$ cat src/rtl/load_align_unit.sv
// Load path: aligned bus reads, byte extraction and sign/zero extension.
// Optional MISALIGN_SPLIT_EN serves word-crossing loads with two reads.
module load_align_unit #(
  parameter int XLEN   = 32,
  parameter int ADDR_W = 32,
  parameter int TAG_W  = 5
) (
  input  logic              clk,
  input  logic              rst_n,
  input  logic              req_valid,
  output logic              req_ready,
  input  logic [ADDR_W-1:0] req_addr,
  input  logic [2:0]        req_ctrl,
  input  logic [TAG_W-1:0]  req_tag,
  output logic              mem_req_valid,
  input  logic              mem_req_ready,
  output logic [ADDR_W-1:0] mem_addr,
  input  logic              mem_rsp_valid,
  input  logic [XLEN-1:0]   mem_rsp_data,
  input  logic              mem_rsp_err,
  output logic              resp_valid,
  input  logic              resp_ready,
  output logic [XLEN-1:0]   resp_data,
  output logic [TAG_W-1:0]  resp_tag,
  output logic              resp_fault
);

  localparam int NB    = XLEN / 8;
  localparam int OFF_W = $clog2(NB);

  typedef enum logic [2:0] {
    IDLE,
    REQ0,
    WAIT0,
`ifdef MISALIGN_SPLIT_EN
    REQ1,
    WAIT1,
`endif
    RESP
  } state_t;

  // {sign, log2(size)}; codes beyond the native width fold onto the widest load
  function automatic logic [2:0] decode(input logic [2:0] c);
    logic [2:0] r;
    unique case (c)
      3'b000:  r = 3'b100;
      3'b001:  r = 3'b101;
      3'b010:  r = 3'b110;
      3'b011:  r = 3'b000;
      3'b100:  r = 3'b001;
      3'b101:  r = (XLEN == 64) ? 3'b010 : 3'b110;
      default: r = (XLEN == 64) ? 3'b111 : 3'b110;
    endcase
    return r;
  endfunction

  state_t            state_q, state_d;
  logic [ADDR_W-1:0] addr_q, addr_d;
  logic [1:0]        sz_q, sz_d;
  logic              sgn_q, sgn_d;
  logic [TAG_W-1:0]  tag_q, tag_d;
  logic              fault_q, fault_d;
  logic [XLEN-1:0]   w0_q, w0_d;
  logic [XLEN-1:0]   w1;

`ifdef MISALIGN_SPLIT_EN
  logic [XLEN-1:0]   w1_q, w1_d;
  logic              split_q, split_d;
  assign w1 = w1_q;
`else
  assign w1 = '0;
`endif

  logic [2:0]        dec_in;
  logic [4:0]        end_in;
  logic              mis_in;
  logic [ADDR_W-1:0] base;

  assign dec_in = decode(req_ctrl);
  assign end_in = 5'(req_addr[OFF_W-1:0]) + (5'd1 << dec_in[1:0]);
  assign mis_in = end_in > 5'(NB);
  assign base   = {addr_q[ADDR_W-1:OFF_W], {OFF_W{1'b0}}};

  logic [2*XLEN-1:0]      cat;
  logic [XLEN-1:0]        raw;
  logic [6:0]             sh;
  logic [XLEN-1:0]        ul;
  logic signed [XLEN-1:0] us;
  logic [XLEN-1:0]        ext;

  // Park the access at the top of the word, then shift back down
  // arithmetically or logically to extend from its top bit.
  always_comb begin
    cat = {w1, w0_q} >> {addr_q[OFF_W-1:0], 3'b000};
    raw = cat[XLEN-1:0];
    sh  = 7'(XLEN) - (7'd8 << sz_q);
    ul  = raw << sh;
    us  = $signed(ul);
    ext = sgn_q ? $unsigned(us >>> sh) : (ul >> sh);
  end

  always_ff @(posedge clk or negedge rst_n) begin
    if (!rst_n) begin
      state_q <= IDLE;
      addr_q  <= '0;
      sz_q    <= '0;
      sgn_q   <= 1'b0;
      tag_q   <= '0;
      fault_q <= 1'b0;
      w0_q    <= '0;
`ifdef MISALIGN_SPLIT_EN
      w1_q    <= '0;
      split_q <= 1'b0;
`endif
    end else begin
      state_q <= state_d;
      addr_q  <= addr_d;
      sz_q    <= sz_d;
      sgn_q   <= sgn_d;
      tag_q   <= tag_d;
      fault_q <= fault_d;
      w0_q    <= w0_d;
`ifdef MISALIGN_SPLIT_EN
      w1_q    <= w1_d;
      split_q <= split_d;
`endif
    end
  end

  always_comb begin
    state_d       = state_q;
    addr_d        = addr_q;
    sz_d          = sz_q;
    sgn_d         = sgn_q;
    tag_d         = tag_q;
    fault_d       = fault_q;
    w0_d          = w0_q;
`ifdef MISALIGN_SPLIT_EN
    w1_d          = w1_q;
    split_d       = split_q;
`endif
    req_ready     = 1'b0;
    mem_req_valid = 1'b0;
    mem_addr      = '0;
    resp_valid    = 1'b0;
    resp_data     = '0;
    resp_tag      = '0;
    resp_fault    = 1'b0;
    unique case (state_q)
      IDLE: begin
        req_ready = rst_n;
        if (req_valid) begin
          addr_d  = req_addr;
          sgn_d   = dec_in[2];
          sz_d    = dec_in[1:0];
          tag_d   = req_tag;
          fault_d = 1'b0;
`ifdef MISALIGN_SPLIT_EN
          split_d = mis_in;
          state_d = REQ0;
`else
          if (mis_in) begin
            fault_d = 1'b1;
            state_d = RESP;
          end else begin
            state_d = REQ0;
          end
`endif
        end
      end
      REQ0: begin
        mem_req_valid = 1'b1;
        mem_addr      = base;
        if (mem_req_ready) state_d = WAIT0;
      end
      WAIT0: begin
        if (mem_rsp_valid) begin
          w0_d = mem_rsp_data;
          if (mem_rsp_err) begin
            fault_d = 1'b1;
            state_d = RESP;
          end
`ifdef MISALIGN_SPLIT_EN
          else if (split_q) state_d = REQ1;
`endif
          else state_d = RESP;
        end
      end
`ifdef MISALIGN_SPLIT_EN
      REQ1: begin
        mem_req_valid = 1'b1;
        mem_addr      = base + ADDR_W'(NB);
        if (mem_req_ready) state_d = WAIT1;
      end
      WAIT1: begin
        if (mem_rsp_valid) begin
          w1_d    = mem_rsp_data;
          fault_d = mem_rsp_err;
          state_d = RESP;
        end
      end
`endif
      RESP: begin
        resp_valid = 1'b1;
        resp_data  = fault_q ? '0 : ext;
        resp_tag   = tag_q;
        resp_fault = fault_q;
        if (resp_ready) state_d = IDLE;
      end
      default: state_d = IDLE;
    endcase
  end

endmodule
$ cat config.mk
export PLATFORM = sky130hd
export DESIGN_NAME = load_align_unit
export DESIGN_NICKNAME = d
export VERILOG_FILES = /design/src/rtl/load_align_unit.sv
export SDC_FILE = /design/constraint.sdc
export NUM_CORES = 1
export LEC_CHECK = 0
export CORE_AREA = 2 2 94 96
export CTS_BUF_LIST = sky130_fd_sc_hd__clkbuf_4
export CTS_CLUSTER_DIAMETER = 120
export DETAILED_ROUTE_END_ITERATION = 16
export DIE_AREA = 0 0 96 98
export HOLD_SLACK_MARGIN = 0.1
export PLACE_DENSITY = 0.86
export RECOVER_POWER = 25
export SETUP_SLACK_MARGIN = 0.15
export SLEW_MARGIN = 20
export SYNTH_ARGS = -nofsm -noshare
export SYNTH_HDL_FRONTEND = slang
export SYNTH_SLANG_ARGS = --single-unit
$ cat constraint.sdc
create_clock -name clk -period 5.1 [get_ports clk]
set_clock_uncertainty 0.1 [all_clocks]
set_input_delay 0.51 -clock clk [delete_from_list [all_inputs] [get_ports clk]]
set_output_delay 0.51 -clock clk [all_outputs]
set_load 0.005 [all_outputs]
==> Yosys cells after proc, flatten, opt, wreduce, memory -nomap -nowiden <==
Cells that the tools add are included.
{ "word_totals": {"register_bits": 76, "latchBits": 0, "mem_bits_rw": 0, "rom_bits": 0, "inputBits": 79, "out_inout_bits": 73, "elab_cells": 55, "mem_count": 0} }
{ "classes": {"add_sub_neg": 2, "n_mul": 0, "n_div": 0, "order_cmp": 1, "n_eq_ne": 11, "shift": 6, "mux": 21, "bitwise_logic": 0, "reduce_logical": 7} }
{ "op_table": {"columns": ["cell", "count"], "rows": [
  ["two-way mux 32 bit", 4],
  ["left shift 32 x 7 -> 32 bit", 1],
  [">> shifter 32 x 5 -> 32 bit", 1],
  [">> shifter 32 x 7 -> 32 bit", 1],
  [">>> shifter 32 x 7 -> 32 bit", 1],
  ["one-hot mux 3 bit (4 select lines)", 2],
  ["two-way mux 3 bit", 4],
  ["inequality test 2 bit (second input constant)", 5],
  ["equality test 3 x 2 -> 1 bit (second input constant)", 3],
  ["two-way mux 1 bit", 8],
  ["AND reduction 4 bit", 2],
  ["left shift 4 x 2 -> 7 bit (first input constant)", 1],
  ["subtractor 6 x 7 -> 7 bit (first input constant)", 1],
  ["equality test 3 x 1 -> 1 bit (second input constant)", 2],
  ["zero test 3 bit", 2],
  ["adder 2 x 5 -> 5 bit", 1],
  ["greater-than comparator 5 x 3 -> 1 bit (second input constant)", 1],
  ["two-way mux 5 bit", 1],
  ["left shift 1 x 2 -> 5 bit (first input constant)", 1],
  ["AND reduction 2 bit", 2],
  ["equality test 3 bit (second input constant)", 1],
  ["two-way mux 2 bit", 1],
  ["one-hot mux 1 bit (2 select lines)", 1],
  ["nonzero test 2 bit", 1]
]} }

==> Depth between registers and ports, before layout <==
Gate-level depths: netlist (run 1).
{ "logic_depth": {"ltp_word": 8, "ltp_mapped": 9, "mapped_depth_nobuf": 9} }

==> Least setup slack after synthesis (run 1) <==
Ideal clock, no wire load.
{ "synth_path": {"path_kind": "input -> register", "start": "input port req_ctrl[0]", "end": "register state_q[1]", "setup_time_ns": 0.144, "arrival_ns": 2.010, "t_required_ns": 4.856, "path_slack_ns": 2.846, "cell_stages": 8, "path_buffers": 0, "cell_sequence": "mux2i_1 nor2b_1 ha_1 inv_1 fa_1 xor2_1 a21oi_1 o221ai_1"} }
{ "synth_via": {"elab_chain_len": 8, "elab_cells_between_ends": 11, "cone_classes": "add/sub (1); order compare (1); eq/ne (3); shift (1); mux (4); reduce/logical (1)"} }
{ "synth_lines": {"columns": ["item", "line", "rtl"], "rows": [
  ["start, declared", "13", "input logic [2:0] req_ctrl,"],
  ["equality test 3 bit (tied with other cells)", "45", "unique case (c)"],
  ["one-hot mux 3 bit (4 select lines) *", "45", null],
  ["left shift 1 x 2 -> 5 bit *", "80", "assign end_in = 5'(req_addr[OFF_W-1:0]) + (5'd1 << dec_in[1:0]);"],
  ["adder 2 x 5 -> 5 bit *", "80", null],
  ["greater-than comparator 5 x 3 -> 1 bit *", "81", "assign mis_in = end_in > 5'(NB);"],
  ["two-way mux 2 bit *", "162", "if (mis_in) begin"],
  ["two-way mux 3 bit *", "152", "if (req_valid) begin"],
  ["one-hot mux 3 bit (4 select lines) *", "149", "unique case (state_q)"],
  ["end signal, assigned", "116", "state_q <= state_d;"],
  ["end, declared", "57", "state_t state_q, state_d;"]
]} }
Mark *: on every way between the ends. The rest lies on a longest branch, timed or not. The select of a mux whose other input is x is not followed.
A chain may end at the register's enable or synchronous reset.

==> Final worst setup path (run 1) <==
{ "layout_path": {"start": "register state_q[1]", "end": "output port resp_data[29]"} }
{ "layout_via": {"elab_chain_len": 2} }
{ "layout_lines": {"columns": ["item", "line", "rtl"], "rows": [
  ["equality test 3 x 2 -> 1 bit", "149", null],
  ["two-way mux 32 bit", "149", null],
  ["end, declared", "23", "output logic [XLEN-1:0] resp_data,"]
]} }
No other way between the ends.

==> flow_summary.ini, run 1 <==
[timing]
setup_viol = 0
finalMaxSlewViolations = 0
period_needed_ns = 3.73
relSlewSlack = 0.328
final-hold-violation-count = 0
worst_slew_pin_slew_ns = 1.01
clock.fmax_mhz = 268
setup_tns_ns = 0
rsz0062_at_grt = no
finalCritPeriodShare = 0.732

[setup_path]
cp_slowest_cell = or4b_1
cp.arrival_ns = 3.12
worstSetupPathType = reg2out
crit_family = simple AND/OR/NAND/NOR gates
worst_ep_required_time_ns = 4.49
critPathMaxFanout = 11
critPathLaunchType = register
cpPeakStageDelay_ns = 0.72
path_cells = ha_1, nand2b_1, or4b_1, nor2_4, a21o_1, clkdlybuf4s50_1
crit_buf_inv = 1
critPathCaptureType = output pin

[power_and_ir_drop]
powerDensity_mw_per_mm2 = 507
vdd_drop_max_v = 0.000304
leakage_nw = 2.41
p_total_mw = 2.90

[routing]
drtPass1Iterations = 4
drtAntennaViolNets = 0
via_count = 3232
drc = 0
drtIter0Drc = 70
viasPerCell = 5.33
drt-total-wl_mm = 9.87
wire_per_inst_um = 16.3

[finish]
syn2layout_area_growth_pct = 41.6
fillCellCount = 655
multi_input_area_mm2 = 0.00203
final_core_util = 0.676
antenna_cells = 0
final_nets = 581
seqCellArea_mm2 = 0.00188
drive_above_1_share = 0.189
final_design_area_no_fill_mm2 = 0.00572

[global_route]
grt_use_total = 0.221
grt_pass1_vias = 3313
antenna_found_initial = 0
grt_first_pass_wirelength_mm = 16.2
grt_use_met2 = 0.364
grt_use_met1 = 0.262
met3_usage = 0.0841
grt-busiest-layer = met2
grt_max_degree = 77
gr-total-overflow = 0

[yosys]
ys_ff_latch = 75
ys_types = 36
yosysWarnings = 0
synth.area.top_cells = dfrtp_1 (46%), mux2_2 (20%), and2_1 (6.7%)
synthesis.area_mm2 = 0.00404
yosysSeqAreaShare = 0.464
synthArstFlopShare = 1.00
yosysTopAreaCellShare = 0.464
ys.flop_type = dfrtp_1
synth_area_per_cell_um2 = 11.4
synthCells = 355
yosys.area.top_type = dfrtp_1
synth_edf_count = 0

[floorplan]
core-area_mm2 = 0.00847
io_pins = 152
initial_core_util = 0.477
die_w_um = 96
dieHeight_um = 98
die_area_mm2 = 0.00941
rows = 34

[place]
port_buffers = 149
dp_hpwl_mm = 7.26
globalplace.congestion = 0.824
placed_cell_area_mm2 = 0.00557

[clock_network]
clk_pin_slew_ns = 0.12
cts_sinks = 75
post_cts_resized = 0
root_buffer = clkbuf_4
numCtsBuffers = 9
post_cts_buffers = 0
h-tree-depth = 3
clk-insertion-delay-late_ns = 0.40
cts_max_path_buffers = 2
ctsHoldBuffers = 0
cts_tree = done

[hold_path]
hold_class = in2async

[job]
max_cap_viol_count = 0

[run_status]
outcome = complete, no violations
per-layer routing:
layer | up-vias | part of all wire
met2 | 132 | 0.50
met5 | - | 0
met4 | 0 | 0.012
met3 | 8 | 0.11
met1 | 1578 | 0.39
li1 | 1514 | -
state kept, by name, summed over array words and instances (netlist names):
| signal | cells |
|---|---|
| addr_q | 32 |
| w0_q | 32 |
| tag_q | 5 |
| state_q | 2 |
| sz_q | 2 |
| fault_q | 1 |
| sgn_q | 1 |
cells in the mapped netlist, drive strengths merged, types with 4 or more instances:
library cell / count
a21oi: 13
buf: 16
ha: 6
a21o: 9
a211oi: 14
dfrtp: 75
nand2b: 4
nand2: 11
nor2b: 12
o21ai: 20
inv: 7
mux2: 73
nor2: 12
mux2i: 17
clkbuf: 7
and2: 43
final timing paths:
kind	start	to	slack (ns)	cells after the start
setup / recovery	state_q[1]$_DFFE_PN0P_	resp_data[29]	1.37	6
setup reg to reg	state_q[1]$_DFFE_PN0P_	state_q[1]$_DFFE_PN0P_	2.85	5
hold / removal	rst_n	w0_q[6]$_DFFE_PN0P_	0.13	1
max in group asynchronous	rst_n	addr_q[9]$_DFFE_PN0P_	4.15	1
min in group clk	w0_q[3]$_DFFE_PN0P_	w0_q[3]$_DFFE_PN0P_	0.41	1
hold reg to reg	w0_q[3]$_DFFE_PN0P_	w0_q[3]$_DFFE_PN0P_	0.41	1
cells by family after synthesis:
group / after synthesis / share of synthesized area
buffers and inverters: 30 / 0.0344
AO/OA/AOI/OAI: 63 / 0.101
other: 1 / 0.000928
flip-flops: 75 / 0.464
multiplexers: 90 / 0.247
adder cells (fa/ha/maj): 7 / 0.0235
XOR/XNOR: 3 / 0.00650
AND/OR/NAND/NOR: 86 / 0.122
stage by stage:
step                      std cells  hold WS [ns]  setup WS [ns]
after floorplan                 356         0.114           2.85
after global placement          592         0.380           1.97
after detailed placement        592         0.384           1.83
after CTS                       606         0.152           1.35
after global routing            606         0.179           1.15
final                           606         0.134           1.37
power by group:
part / switching [mW] / internal [mW] / leakage (nW)
Combinational: 0.567 / 0.804 / 1.45
Clock: 0.205 / 0.193 / 0.0739
Sequential: 0.235 / 0.897 / 0.886
worst reg2reg max path, cell delays in order (launching register included):
cell and delay (ns):
dfrtp_1 0.41, inv_1 0.10, ha_1 0.49, nor2b_1 0.29, a2111oi_0 0.56, o221ai_1 0.18
cell type report:
cell class,count,share of cell area
Clock buffer,9,0.0118
Clock inverter,5,0.0140
Inverter,7,0.00459
Multi-Input combinational cell,251,0.355
Sequential cell,75,0.328
Tap cell,108,0.0236
Timing Repair Buffer,151,0.263
placed cells by master, fill, tap and decap left out, drive strengths merged, types with 2 or more instances in the layout:
cell type      synthesis  layout
a21oi                 13      13
buf                   16       3
nor2b                 12      12
xor2                   2       2
conb                   1       2
o211ai                 2       2
nand2                 11      11
nor2                  12      12
clkdlybuf4s50          0     148
clkbuf                 7       9
mux2                  73      73
inv                    7       7
bufinv                 0       2
mux2i                 17      17
clkinvlp               0       2
and2                  43      43
dfrtp                 75      75
ha                     6       6
nand2b                 4       4
a211oi                14      14
o21ai                 20      20
a21o                   9       9
Power figures use the tool's default switching activity.
==> inputs of run 2 (changes only) <==
Settings changed: CORE_AREA 2 2 94 96 to 2 2 97 99, DIE_AREA 0 0 96 98 to 0 0 99 101, PLACE_DENSITY 0.86 to 0.82.
Clock period 5.1 ns to 3.65 ns, I/O delays scaled along.
==> run 2 against run 1 <==
Die area rose by 6.3%. Power is 42% higher. Via count is 0.74% higher. Global-route usage shrank 2.0 points. First-iteration DRC count is 7.1% lower. Sequential share of layout area shrank 0.32 points. Flip-flop and latch count did not move.
==> flow_summary.ini, run 2 (synthesized netlist as in run 1, its figures left out) <==
[run_status]
outcome = complete, no violations

[clock_network]
cts_max_path_buffers = 2
root_buffer = clkbuf_4
clk-insertion-delay-late_ns = 0.40
cts_tree = done
numCtsBuffers = 9
h-tree-depth = 3
clk_pin_slew_ns = 0.12
cts_sinks = 75

[floorplan]
initial_core_util = 0.450
rows = 35
dieHeight_um = 101
die_w_um = 99
io_pins = 152
die_area_mm2 = 0.0100
core-area_mm2 = 0.00898

[power_and_ir_drop]
power_frac_comb = 0.471
p_sw_mw = 1.40
powerDensity_mw_per_mm2 = 713
p_sw_frac = 0.339
vdd_drop_max_v = 0.000356
p_seq_frac = 0.379
p_int_mw = 2.72
leakage_nw = 2.43
clkPwrFrac = 0.150

[setup_path]
cp.arrival_ns = 2.75
critPathLaunchType = register
worst_ep_required_time_ns = 3.18
crit_start = state_q[0]$_DFFE_PN0P_
critPathMaxFanout = 11
reg2reg_from = state_q[1]$_DFFE_PN0P_
worstSetupPathType = reg2out
critPathCaptureType = output pin
reg2reg_depth = 5

[timing]
clock.fmax_mhz = 311
period_needed_ns = 3.21
final-hold-violation-count = 0
hold_ws_ns = 0.409
worst_slew_pin_slew_ns = 1.41
finalCritPeriodShare = 0.880
relSlewSlack = 0.0623
setup_tns_ns = 0
rsz0062_at_grt = no
setup_viol = 0
finalMaxSlewViolations = 0

[routing]
drt-total-wl_mm = 9.91
drtPass1Iterations = 5
viasPerCell = 5.31
drtIter0Drc = 65
via_count = 3256
drc = 0
drtAntennaViolNets = 0
wire_per_inst_um = 16.2

[hold_path]
hold_class = reg2reg
hp-start = w0_q[3]$_DFFE_PN0P_
whs_path_depth = 1

[place]
dp_hpwl_mm = 7.35
globalplace.congestion = 0.896
port_buffers = 149

[global_route]
grt_pass1_vias = 3271
grt_first_pass_wirelength_mm = 15.8
gr-total-overflow = 0
antenna_found_initial = 0
grt_use_total = 0.201
grt_max_degree = 52

[finish]
antenna_cells = 0
final_core_util = 0.644
final_nets = 584
reg_top3 = addr_q (32), w0_q (32), tag_q (5)
fillCellCount = 737
layout_common_cells = clkdlybuf4s50_1 (148), dfrtp_1 (75), mux2_2 (71)
syn2layout_area_growth_pct = 43.0
final_common_cell = clkdlybuf4s50_1
drive_above_1_share = 0.193

[job]
max_cap_viol_count = 0
[run 2: through the flow]
stage / instance area, um^2 / setup WS, ns / power (mW) / cells
6_report: 5780 / 0.439 / 4.12 / 613
3_3_place_gp: 5590 / 0.644 / 3.45 / 597
2_1_floorplan: 4050 / 1.54 / 2.78 / 356
3_5_place_dp: 5590 / 0.511 / 3.52 / 597
4_1_cts: 5780 / 0.159 / 4.16 / 613
5_1_grt: 5780 / 0.189 / 4.41 / 613
[run 2: layer usage]
layer  vias to the layer above  track usage  share of wire
li1                       1516            -              -
met1                      1562        0.243           0.40
met2                       156        0.332           0.47
met3                        22       0.0693           0.11
met4                         0       0.0759          0.021
met5                         -            0              0
[run 2: cell type report]
cell class,count,area (um^2),share of cell area
clock inverter,6,105,0.0182
multi-input combinational,251,2040,0.353
sequential,75,1880,0.325
tap,111,139,0.0240
inverter,7,26.3,0.00455
timing repair buffer,154,1520,0.264
clock buffer,9,67.6,0.0117
[run 2: repair_timing]
action,4_1_cts,5_1_grt
cloned,0,0
hold buffers,1,0
buffers inserted,0,0
resized for setup,1,2
setup endpoints to repair,8,16
endpoints found under the hold margin,24,0
[run 2: path summary, 6_finish.rpt]
| path | slack, ns | end |
|---|---|---|
| setup / recovery | 0.44 | resp_data[29] |
| min in group asynchronous | 0.70 | w0_q[26]$_DFFE_PN0P_ |
| max in group asynchronous | 0.80 | fault_q$_DFFE_PN0P_ |
| setup reg to reg | 1.42 | state_q[1]$_DFFE_PN0P_ |
| hold / removal | 0.41 | w0_q[3]$_DFFE_PN0P_ |
| hold reg to reg | 0.41 | w0_q[3]$_DFFE_PN0P_ |
[run 2: power groups by stage]
stage	Sequential (mW)	Combinational (mW)	Clock [mW]
CTS	1.56	1.95	0.641
global route	1.62	2.12	0.672
finish	1.56	1.94	0.619
floorplan	1.44	1.34	0
detailed placement	1.58	1.94	0
global placement	1.56	1.89	0
[run 2: critical path, stage by stage, from the launching register on]
cell             delay [ns]
dfrtp_1                0.40
ha_2                   0.29
nand2b_2               0.19
or4b_4                 0.60
nor2_4                 0.21
a21o_1                 0.16
clkdlybuf4s50_1        0.49
==> inputs of run 3 (changes only) <==
Settings changed: MAX_ROUTING_LAYER from default to met4.
==> run 3 against run 2 <==
Fmax decreased by 0.43%. Die area unchanged. Global-route usage increased by 0.58 points. Flip-flop and latch count unchanged. Critical endpoint is now resp_data[10]. Hold slack improved by 0.0011 ns. Power increased by 0.13%. Cell count unchanged. Setup slack got worse by 0.014 ns. Count of clock-buffer cells in the layout unchanged. First-iteration DRC count decreased by 20%. Register-to-register slack got worse by 0.02 ns. Core utilization unchanged.
==> flow_summary.ini, run 3 (synthesized netlist as in run 1, its figures left out) <==
[routing]
drtIter0Drc = 52
via_count = 3259
viasPerCell = 5.32
drtAntennaViolNets = 0
drtPass1Iterations = 4
drc = 0
wire_per_inst_um = 16.2
drt-total-wl_mm = 9.95

[timing]
setup_viol = 0
clock.fmax_mhz = 310
rsz0062_at_grt = no
worst_slew_pin_slew_ns = 1.38
final-hold-violation-count = 0
setup_tns_ns = 0
finalCritPeriodShare = 0.884
period_needed_ns = 3.22
finalMaxSlewViolations = 0
relSlewSlack = 0.0784

[setup_path]
reg2reg_depth = 5
critPathMaxFanout = 19
crit_start = addr_q[1]$_DFFE_PN0P_
cp-endpoint = resp_data[10]
crit_family = buffers and inverters
worstSetupPathType = reg2out
r2r-end = state_q[1]$_DFFE_PN0P_
cp.arrival_ns = 2.76
path_cells = buf_4, nor2b_1, and2_1, o21ai_0, a21oi_1, clkdlybuf4s50_1
critPathLaunchType = register
critPathCaptureType = output pin
cp_num_cells = 6
crit_buf_inv = 2
reg2reg_from = state_q[1]$_DFFE_PN0P_
cpPeakStageDelay_ns = 0.66
worst_ep_required_time_ns = 3.18
cp_slowest_cell = dfrtp_1
reg2reg_setup_slack_ns = 1.40

[place]
port_buffers = 149
globalplace.congestion = 0.911
dp_hpwl_mm = 7.35

[clock_network]
numCtsBuffers = 9
post_cts_buffers = 0
h-tree-depth = 3
cts_tree = done
clk_pin_slew_ns = 0.11
root_buffer = clkbuf_4
cts_max_path_buffers = 2
cts_sinks = 75
clk-insertion-delay-late_ns = 0.40

[finish]
seqCellArea_mm2 = 0.00188
reg_top3 = addr_q (32), w0_q (32), tag_q (5)
layout_common_cells = clkdlybuf4s50_1 (148), dfrtp_1 (75), mux2_2 (71)
final_common_cell = clkdlybuf4s50_1
syn2layout_area_growth_pct = 43.0
antenna_cells = 0
final_nets = 584
drive_above_1_share = 0.193
fillCellCount = 737
multi_input_area_mm2 = 0.00204

[floorplan]
core-area_mm2 = 0.00898
dieHeight_um = 101
initial_core_util = 0.450
die_w_um = 99
io_pins = 152
rows = 35
die_area_mm2 = 0.0100

[global_route]
grt_use_met2 = 0.331
met3_usage = 0.0548
grt_use_total = 0.207
grt-busiest-layer = met2
antenna_found_initial = 0
grt_pass1_vias = 3288
grt_max_degree = 52
grt_use_met1 = 0.253
gr-total-overflow = 0
grt_first_pass_wirelength_mm = 15.8

[hold_path]
whs_path_depth = 1
hold_class = reg2reg

[power_and_ir_drop]
leakage_nw = 2.43
p_total_mw = 4.13
vdd_drop_max_v = 0.000356
powerDensity_mw_per_mm2 = 714

[job]
max_cap_viol_count = 0

[run_status]
outcome = complete, no violations
==> run 3: cell counts in the layout (fill, tap and decap cells not counted) <==
Identical to the previous run, type by type.
==> run 3: repair_timing <==
item / 4_1_cts / 5_1_grt
resized for setup: 1 / 2
gates cloned: 0 / 0
hold endpoints to repair: 24 / 0
setup endpoints to repair: 8 / 16
hold buffers: 1 / 0
==> run 3: layout make-up <==
type,count,share of cell area
multi-input cells,251,0.353
flip-flops and latches,75,0.325
repair buffers,154,0.264
well taps,111,0.0240
clock inverters,6,0.0182
clock buffers,9,0.0117
inverters,7,0.00455
==> run 3: worst min path at each step <==
stage                        start                    end
2_1_floorplan                rst_n  addr_q[0]$_DFFE_PN0P_
3_3_place_gp                 rst_n   w0_q[26]$_DFFE_PN0P_
3_5_place_dp                 rst_n   w0_q[26]$_DFFE_PN0P_
4_1_cts                      rst_n   w0_q[26]$_DFFE_PN0P_
5_1_grt        w0_q[3]$_DFFE_PN0P_    w0_q[3]$_DFFE_PN0P_
6_report       w0_q[3]$_DFFE_PN0P_    w0_q[3]$_DFFE_PN0P_
==> run 3: stage by stage <==
stage / setup slack [ns] / cell area (um^2) / util / hold WS (ns) / instances
final: 0.425 / 5780 / 0.644 / 0.411 / 613
after global routing: 0.189 / 5780 / 0.644 / 0.422 / 613
after CTS: 0.159 / 5780 / 0.644 / 0.267 / 613
after detailed placement: 0.511 / 5590 / 0.623 / 0.191 / 597
after global placement: 0.644 / 5590 / 0.623 / 0.190 / 597
after floorplan: 1.54 / 4050 / - / -0.0306 / 356
==> run 3: power breakdown <==
part / internal, mW / switching (mW)
Combinational: 1.13 / 0.811
Clock: 0.339 / 0.281
Sequential: 1.25 / 0.310
==> run 3: per-layer routing <==
layer,vias to the layer above,share of wire,wire (um)
met3,16,0.094,940
met5,-,0,0
li1,1521,-,-
met2,146,0.47,4660
met4,0,0.017,165
met1,1576,0.42,4180
